File: config.mk
export PLATFORM = sky130hd
export DESIGN_NAME = hot_mig_dispatch
export DESIGN_NICKNAME = d
export VERILOG_FILES = /design/src/rtl/hot_mig_dispatch.sv
export SDC_FILE = /design/constraint.sdc
export NUM_CORES = 2
export LEC_CHECK = 0
export ABC_AREA = 1
export CAP_MARGIN = 10
export CORE_AREA = 2 2 423 425
export CTS_BUF_LIST = sky130_fd_sc_hd__clkbuf_16
export DETAILED_ROUTE_END_ITERATION = 8
export DIE_AREA = 0 0 425 427
export PLACE_DENSITY_LB_ADDON = 0.25
export SYNTH_ARGS = -nofsm -noshare
export SYNTH_HDL_FRONTEND = slang
export SYNTH_SLANG_ARGS = --single-unit
File: constraint.sdc
create_clock -name clk -period 87.2 [get_ports clk]
set_clock_uncertainty 0.1 [all_clocks]
set_input_delay 17.44 -clock clk [delete_from_list [all_inputs] [get_ports clk]]
set_output_delay 17.44 -clock clk [all_outputs]
set_load 0.01 [all_outputs]
File: src/rtl/hot_mig_dispatch.sv
// Hot-page migration dispatcher: scans a latched top-K snapshot and hands
// qualifying addresses to per-channel one-deep output slots in entry order.
module hot_mig_dispatch #(
  parameter int ADDR_SIZE    = 22,
  parameter int CNT_SIZE     = 18,
  parameter int NUM_ENTRY    = 25,
  parameter int INDEX_SIZE   = 5,
  parameter int NUM_CHAN     = 2,
  parameter int CHAN_SEL_LSB = 0
) (
  input  logic                          clk,
  input  logic                          rst_n,
  input  logic                          snap_valid,
  output logic                          snap_ready,
  input  logic [NUM_ENTRY*ADDR_SIZE-1:0] snap_addr,
  input  logic [NUM_ENTRY*CNT_SIZE-1:0]  snap_cnt,
  input  logic [CNT_SIZE-1:0]            cnt_threshold,
  input  logic                          flush,
  output logic [NUM_CHAN-1:0]            mig_addr_en,
  output logic [NUM_CHAN*ADDR_SIZE-1:0]  mig_addr,
  input  logic [NUM_CHAN-1:0]            mig_addr_ready,
  output logic                          mig_done,
  output logic [INDEX_SIZE:0]            mig_issued
);

  localparam int CHAN_W = (NUM_CHAN > 1) ? $clog2(NUM_CHAN) : 1;
  localparam logic [INDEX_SIZE-1:0] LAST_IDX   = INDEX_SIZE'(NUM_ENTRY - 1);
  localparam logic [ADDR_SIZE-1:0]  EMPTY_ADDR = {ADDR_SIZE{1'b1}};

  typedef enum logic [1:0] {
    IDLE  = 2'd0,
    SCAN  = 2'd1,
    DRAIN = 2'd2
  } state_t;

  state_t                 state_r, state_s;
  logic [INDEX_SIZE-1:0]  ptr_r, ptr_s;
  logic [ADDR_SIZE-1:0]   lat_addr_r [NUM_ENTRY];
  logic [CNT_SIZE-1:0]    lat_cnt_r  [NUM_ENTRY];
  logic [CNT_SIZE-1:0]    lat_thr_r;
  logic [NUM_CHAN-1:0]    en_r;
  logic [ADDR_SIZE-1:0]   slot_r [NUM_CHAN];
  logic                   done_r, done_s;
  logic [INDEX_SIZE:0]    issued_r;

  logic [ADDR_SIZE-1:0]   cur_addr_s;
  logic [CNT_SIZE-1:0]    cur_cnt_s;
  logic                   qual_s;
  logic [CHAN_W-1:0]      ch_s;
  logic                   slot_free_s;
  logic [NUM_CHAN-1:0]    hs_s;
  logic [NUM_CHAN-1:0]    load_s;
  logic [INDEX_SIZE:0]    hs_cnt_s;
  logic                   accept_s;
  logic                   advance_s;

  // Decode the entry under the pointer and the handshakes of this cycle.
  always_comb begin
    cur_addr_s = lat_addr_r[ptr_r];
    cur_cnt_s  = lat_cnt_r[ptr_r];
    qual_s     = (cur_addr_s != EMPTY_ADDR) && (cur_cnt_s >= lat_thr_r);
    if (NUM_CHAN > 1) begin
      ch_s = cur_addr_s[CHAN_SEL_LSB +: CHAN_W];
    end else begin
      ch_s = {CHAN_W{1'b0}};
    end
    // A full slot that hands off this cycle can take the next entry at once.
    slot_free_s = !en_r[ch_s] || mig_addr_ready[ch_s];
    hs_s        = en_r & mig_addr_ready;
    hs_cnt_s    = {(INDEX_SIZE+1){1'b0}};
    for (int c = 0; c < NUM_CHAN; c++) begin
      hs_cnt_s = hs_cnt_s + {{INDEX_SIZE{1'b0}}, hs_s[c]};
    end
  end

  // Next-state logic: accept, scan/skip/stall, drain, with flush overriding all.
  always_comb begin
    state_s   = state_r;
    ptr_s     = ptr_r;
    load_s    = {NUM_CHAN{1'b0}};
    accept_s  = 1'b0;
    advance_s = 1'b0;
    done_s    = 1'b0;
    if (flush) begin
      state_s = IDLE;
      ptr_s   = {INDEX_SIZE{1'b0}};
    end else begin
      case (state_r)
        IDLE: begin
          if (snap_valid) begin
            accept_s = 1'b1;
            ptr_s    = {INDEX_SIZE{1'b0}};
            state_s  = SCAN;
          end else begin
            state_s = IDLE;
          end
        end
        SCAN: begin
          if (!qual_s) begin
            advance_s = 1'b1;
          end else if (slot_free_s) begin
            advance_s      = 1'b1;
            load_s[ch_s]   = 1'b1;
          end else begin
            advance_s = 1'b0;
          end
          if (advance_s) begin
            if (ptr_r == LAST_IDX) begin
              state_s = DRAIN;
            end else begin
              ptr_s = ptr_r + INDEX_SIZE'(1);
            end
          end else begin
            ptr_s = ptr_r;
          end
        end
        DRAIN: begin
          if ((en_r & ~mig_addr_ready) == {NUM_CHAN{1'b0}}) begin
            state_s = IDLE;
            done_s  = 1'b1;
          end else begin
            state_s = DRAIN;
          end
        end
        default: begin
          state_s = IDLE;
          ptr_s   = {INDEX_SIZE{1'b0}};
        end
      endcase
    end
  end

  // Control state, scan pointer, completion pulse and issued counter.
  always_ff @(posedge clk) begin
    if (!rst_n) begin
      state_r  <= IDLE;
      ptr_r    <= {INDEX_SIZE{1'b0}};
      done_r   <= 1'b0;
      issued_r <= {(INDEX_SIZE+1){1'b0}};
    end else begin
      state_r <= state_s;
      ptr_r   <= ptr_s;
      done_r  <= done_s;
      if (accept_s) begin
        issued_r <= {(INDEX_SIZE+1){1'b0}};
      end else if (!flush) begin
        issued_r <= issued_r + hs_cnt_s;
      end
    end
  end

  // Per-channel output slots; an empty slot always shows all-ones.
  always_ff @(posedge clk) begin
    if (!rst_n || flush) begin
      en_r <= {NUM_CHAN{1'b0}};
      for (int c = 0; c < NUM_CHAN; c++) slot_r[c] <= EMPTY_ADDR;
    end else begin
      for (int c = 0; c < NUM_CHAN; c++) begin
        if (load_s[c]) begin
          en_r[c]   <= 1'b1;
          slot_r[c] <= cur_addr_s;
        end else if (hs_s[c]) begin
          en_r[c]   <= 1'b0;
          slot_r[c] <= EMPTY_ADDR;
        end
      end
    end
  end

  // Snapshot capture; contents only change on an accepted offer.
  always_ff @(posedge clk) begin
    if (!rst_n) begin
      lat_thr_r <= {CNT_SIZE{1'b0}};
      for (int i = 0; i < NUM_ENTRY; i++) begin
        lat_addr_r[i] <= EMPTY_ADDR;
        lat_cnt_r[i]  <= {CNT_SIZE{1'b0}};
      end
    end else if (accept_s) begin
      lat_thr_r <= cnt_threshold;
      for (int i = 0; i < NUM_ENTRY; i++) begin
        lat_addr_r[i] <= snap_addr[i*ADDR_SIZE +: ADDR_SIZE];
        lat_cnt_r[i]  <= snap_cnt[i*CNT_SIZE +: CNT_SIZE];
      end
    end
  end

  for (genvar g = 0; g < NUM_CHAN; g++) begin : g_out
    assign mig_addr[g*ADDR_SIZE +: ADDR_SIZE] = slot_r[g];
  end

  assign snap_ready  = (state_r == IDLE);
  assign mig_addr_en = en_r;
  assign mig_done    = done_r;
  assign mig_issued  = issued_r;

endmodule

# [Yosys cells after proc, flatten, opt, wreduce, memory -nomap -nowiden]
# Memory sizes are Yosys's and may differ from the RTL's. A register that Yosys moved wholly into a read port is not among the register bits.
# Cells that the tools add are included.
[classes] addsub=3 order_cmp=3 n_eq_ne=8 muxes=109 n_bitwise=59 n_reduce_logical=15
[ops] operator="22-bit two-way mux" count=29
[ops] operator="18-bit two-way mux" count=25
[ops] operator="1-bit bitwise OR" count=54
[ops] operator="1-bit two-way mux" count=38
[ops] operator="5-bit two-way mux" count=7
[ops] operator="22-bit != test, second input constant" count=1
[ops] operator="18-bit greater-or-equal comparator" count=1
[ops] operator="5-bit one-hot mux with 3 select lines" count=1
[ops] operator="2-bit two-way mux" count=7
[ops] operator="2-bit != test, second input constant" count=4
[ops] operator="6-bit by 2-bit adder with 6-bit output" count=1
[ops] operator="2-bit one-hot mux with 3 select lines" count=1
[ops] operator="5-bit by 1-bit adder with 5-bit output, second input constant" count=1
[ops] operator="5-bit == test, second input constant" count=1
[ops] operator="2-bit AND" count=2
[ops] operator="2-bit zero test" count=2
[ops] operator="4-bit AND reduction" count=1
[ops] operator="2-bit nonzero test" count=2
[ops] operator="2-bit OR reduction" count=2
[ops] operator="3-bit OR reduction" count=1
[ops] operator="1-bit by 1-bit adder with 2-bit output" count=1
[ops] operator="2-bit by 1-bit == test with 1-bit output, second input constant" count=1
[ops] operator="2-bit == test, second input constant" count=1
[ops] operator="1-bit logical AND" count=2
[ops] operator="other kinds (8)" count=11
[totals] register_bits=34 ram_bits=1044 input_bits=1024 output_inout_bits=54 wordCells=207 n_memories=3
[memory_table] name="lat_addr_r" words=25 word_bits=22 read_ports=1 rd_clocked_by_memory_dff=1 wr=25 line_no="38" rtl="logic [ADDR_SIZE-1:0] lat_addr_r [NUM_ENTRY];"
[memory_table] name="lat_cnt_r" words=25 word_bits=18 read_ports=1 rd_clocked_by_memory_dff=1 wr=25 line_no="39" rtl="logic [CNT_SIZE-1:0] lat_cnt_r [NUM_ENTRY];"
[memory_table] name="slot_r" words=2 word_bits=22 read_ports=2 rd_clocked_by_memory_dff=0 wr=2 line_no="42" rtl="logic [ADDR_SIZE-1:0] slot_r [NUM_CHAN];"

# [Logic depth before layout (Yosys ltp)]
[depth] word_depth=13 ltp_mapped=27 depth_no_buf=21

# [Worst setup path after synthesis]
# No wires, ideal clock.
[synth_path] path_kind="input to register" startpoint="in snap_valid" endpoint="reg lat_thr_r[13]" arrival_time_ns=45.338 required_ns=85.837 setup_slack_ns=40.499 stages=6 path_buffers=1 cell_sequence="nand2_1 > nor2_1 > inv_1 > nand2_1 > clkbuf_1 > o21ai_0"
[synth_between] elab_chain_len=3
[synth_lines] element="start, declared" line_no="13" rtl="input logic snap_valid,"
[synth_lines] element="1-bit two-way mux" line_no="90" rtl="if (snap_valid) begin"
[synth_lines] element="1-bit two-way mux" line_no="88" rtl="case (state_r)"
[synth_lines] element="1-bit two-way mux" line_no="84" rtl="if (flush) begin"
[synth_lines] element="end signal, assigned" line_no="173" rtl="lat_thr_r <= {CNT_SIZE{1'b0}};"
[synth_lines] element="end signal, assigned" line_no="179" rtl="lat_thr_r <= cnt_threshold;"
[synth_lines] element="end, declared" line_no="40" rtl="logic [CNT_SIZE-1:0] lat_thr_r;"
# Every way passes these cells.
# A chain may end at the register's enable or synchronous reset.

==> results.cfg <==
[power]
power.net_switching_mw = 0.295
seqPwrFrac_pct = 48.3
combPwrFrac_pct = 9.2
vdd_drop_max_v = 0.0000141
p_sw_share_pct = 23.6
clkPwrFrac_pct = 42.5
internal_power_mw = 0.956
p_leak_nw = 26.7
p_per_area_nw_per_um2 = 18.4

[timing]
grt_setup_unrepaired = no
fin_crit_sh_pct = 24.8
fin_hold_ws_ps = 383
layout_min_cycle_time_ps = 21610
tns_ps = 0
hold_violations = 0
worst_pin_slew_ps = 1130
fmax_mhz = 46.3
slew_violations = 0
slew_headroom_pct = 24.4
setup_viol = 0

[finish]
drive_gt1_share_pct = 12.9
instances_no_fill = 8625
nets = 7125
fillers = 17700
area_growth_pct = 33.9
finalInstanceArea_um2 = 67900

[detailed_routing]
postRouteAntennaNets = 0
vias = 41300
vias_per_cell = 4.79
drtIter0Drc = 3660
wl_per_cell_um = 25.7
post-route-drc-count = 0
drt_pass1_iterations = 6
routed_wl_mm = 222

[floorplanning]
core_um2 = 177000
die-width_um = 425
dieArea_um2 = 181000
fp.dieH_um = 427
ios = 1078
start_util_pct = 28.6
rows = 155

[cts]
cts-root-buf = clkbuf_16
cts_setup_buffers = 0
cts_buffers = 132
tritoncts = yes
cts.path.max_buffers = 3
cts_max_level = 4
clk_pin_slew_ps = 60
cts_hold_buf = 0
clock_latency_ps = 760
clock_sinks = 1083
cts-resized-gates = 0

[global_routing]
grt_pass1_wl_mm = 300
first_global_vias = 39600
met1_usage_pct = 26.7
grt-ovfl-total = 0
busiest_layer = met2
grt_max_degree = 186
met3_usage_pct = 5.43
antenna_found_initial = 166
use_met2_pct = 40.8
track_usage_pct = 23.5

[synthesis]
synth.net_count = 6203
yosys_register_bits = 1083
syn_area_um2 = 50700
ys.flop_type = edfxtp_1
synth_edf_count = 1022
ys_seq_area_share_pct = 62.9
synth.distinct_cells = 41
synthArstFlopShare_pct = 0
netlist_instances = 5157
yosysWarnings = 0
avgSynthCellArea_um2 = 9.83

[run]
cap_violations = 0

[place]
dp_hpwl_mm = 161
gp_congestion = 0.970
io_buffers = 1077
dpl_cell_area_um2 = 63500
place_inst = 8299

[worst_setup_path]
worstPathArrival_ps = 22030
cp_max_fo = 162
end_kind = flip-flop
startpoint_type = primary input
path_class = primary input to flip-flop
worst_ep_required_time_ps = 87620

[hold_path]
worst_hold_path_type = flip-flop to flip-flop

[run_status]
status = complete, no violations
## routing by layer
layer  vias to the layer above  wire, µm
li1                      18900         -
met1                     20200     81700
met4                        44     12200
met2                      1705    112000
met5                         -       288
met3                       497     15500
## registers in the layout, indices dropped and copies added (netlist names), named ones only
name	count
lat_addr_r	550
lat_cnt_r	450
slot_r	44
lat_thr_r	18
mig_issued	6
ptr_r	5
mig_addr_en	2
state_r	2
mig_done	1
## worst max-delay path, cell delays in order
cell and delay [ps]:
clkdlybuf4s50_1 570, nor2_4 800, inv_1 480, nor2_1 560, inv_8 400, buf_4 540, buf_4 570, or2_2 450
## per-stage QoR
| stage | power [mW] | setup slack [ps] | utilization, % |
|---|---|---|---|
| 3_5_place_dp | 0.730 | 64060 | 35.8 |
| 3_3_place_gp | 0.729 | 64250 | 35.8 |
| 6_report | 1.25 | 65590 | 38.3 |
| 5_1_grt | 1.29 | 65290 | 38.2 |
| 2_1_floorplan | 0.692 | 40500 | - |
| 4_1_cts | 1.26 | 64920 | 38.2 |
## area by class of cell
type                            instances  area [µm²]  area share, %
Clock inverter                        100         751           1.11
Timing Repair Buffer                 1123       11200           16.5
Antenna cell                           90         225          0.332
Inverter                              613        2330           3.44
Sequential cell                      1083       31900           47.0
Clock buffer                          135        3380           4.98
Tap cell                             2355        2950           4.34
Multi-Input combinational cell       3126       15100           22.2
## cell families (layout without fill, tap and decap cells)
logic type | Yosys count | count (layout) | synth area share [%]
simple gates | 2509 | 2509 | 22.4
flops | 1083 | 1083 | 62.9
buf+inv | 948 | 1971 | 7.31
compound gates | 591 | 591 | 6.73
fa+ha+maj | 22 | 22 | 0.558
xor+xnor | 4 | 4 | 0.0691
other cells | 0 | 90 | 0
## final timing paths
| path | endpoint | slack [ps] | cells after the start | from |
|---|---|---|---|---|
| setup / recovery | lat_addr_r[12][17] | 65590 | 8 | flush |
| hold / removal | lat_thr_r[8] | 380 | 2 | lat_thr_r[8] |
| setup reg to reg | slot_r[0][4] | 80390 | 17 | flip-flop |
| hold reg to reg | lat_thr_r[8] | 380 | 2 | lat_thr_r[8] |
## synthesized netlist by cell type (37+ instances only)
cell type	count	area [µm²]
edfxtp_1	1022	30700
nand2_1	837	3140
nor2_1	736	2760
inv_1	608	2280
or2_2	560	3500
o21ai_0	355	1780
nand3_1	333	1670
clkbuf_1	236	886
buf_2	74	370
o221ai_1	73	639
dfxtp_1	61	1220
a21oi_1	45	225
o21ai_1	37	185
## placed cells by master (no fill, tap or decap), types with 6 or more instances in the layout
cell type	count
clkinv_1	32
nor2_1	735
ha_1	21
nand3_1	333
o221ai_1	73
buf_12	7
edfxtp_1	1022
inv_1	637
dfxtp_1	56
clkinv_2	14
a21oi_1	45
o22ai_1	33
or2_1	6
clkdlybuf4s50_1	1076
clkbuf_16	135
nand2_1	836
or2_2	560
o21ai_1	37
o21ai_0	355
diode_2	90
buf_4	39
o211ai_1	35
bufinv_16	6
nand4_1	16
## power by group through the flow
stage,clock (mW),sequential (mW),combinational [mW]
2_1_floorplan,0,0.649,0.0435
3_3_place_gp,0,0.614,0.115
5_1_grt,0.560,0.606,0.124
4_1_cts,0.541,0.604,0.116
6_report,0.532,0.604,0.115
3_5_place_dp,0,0.615,0.115
Power figures use the tool's default switching activity.
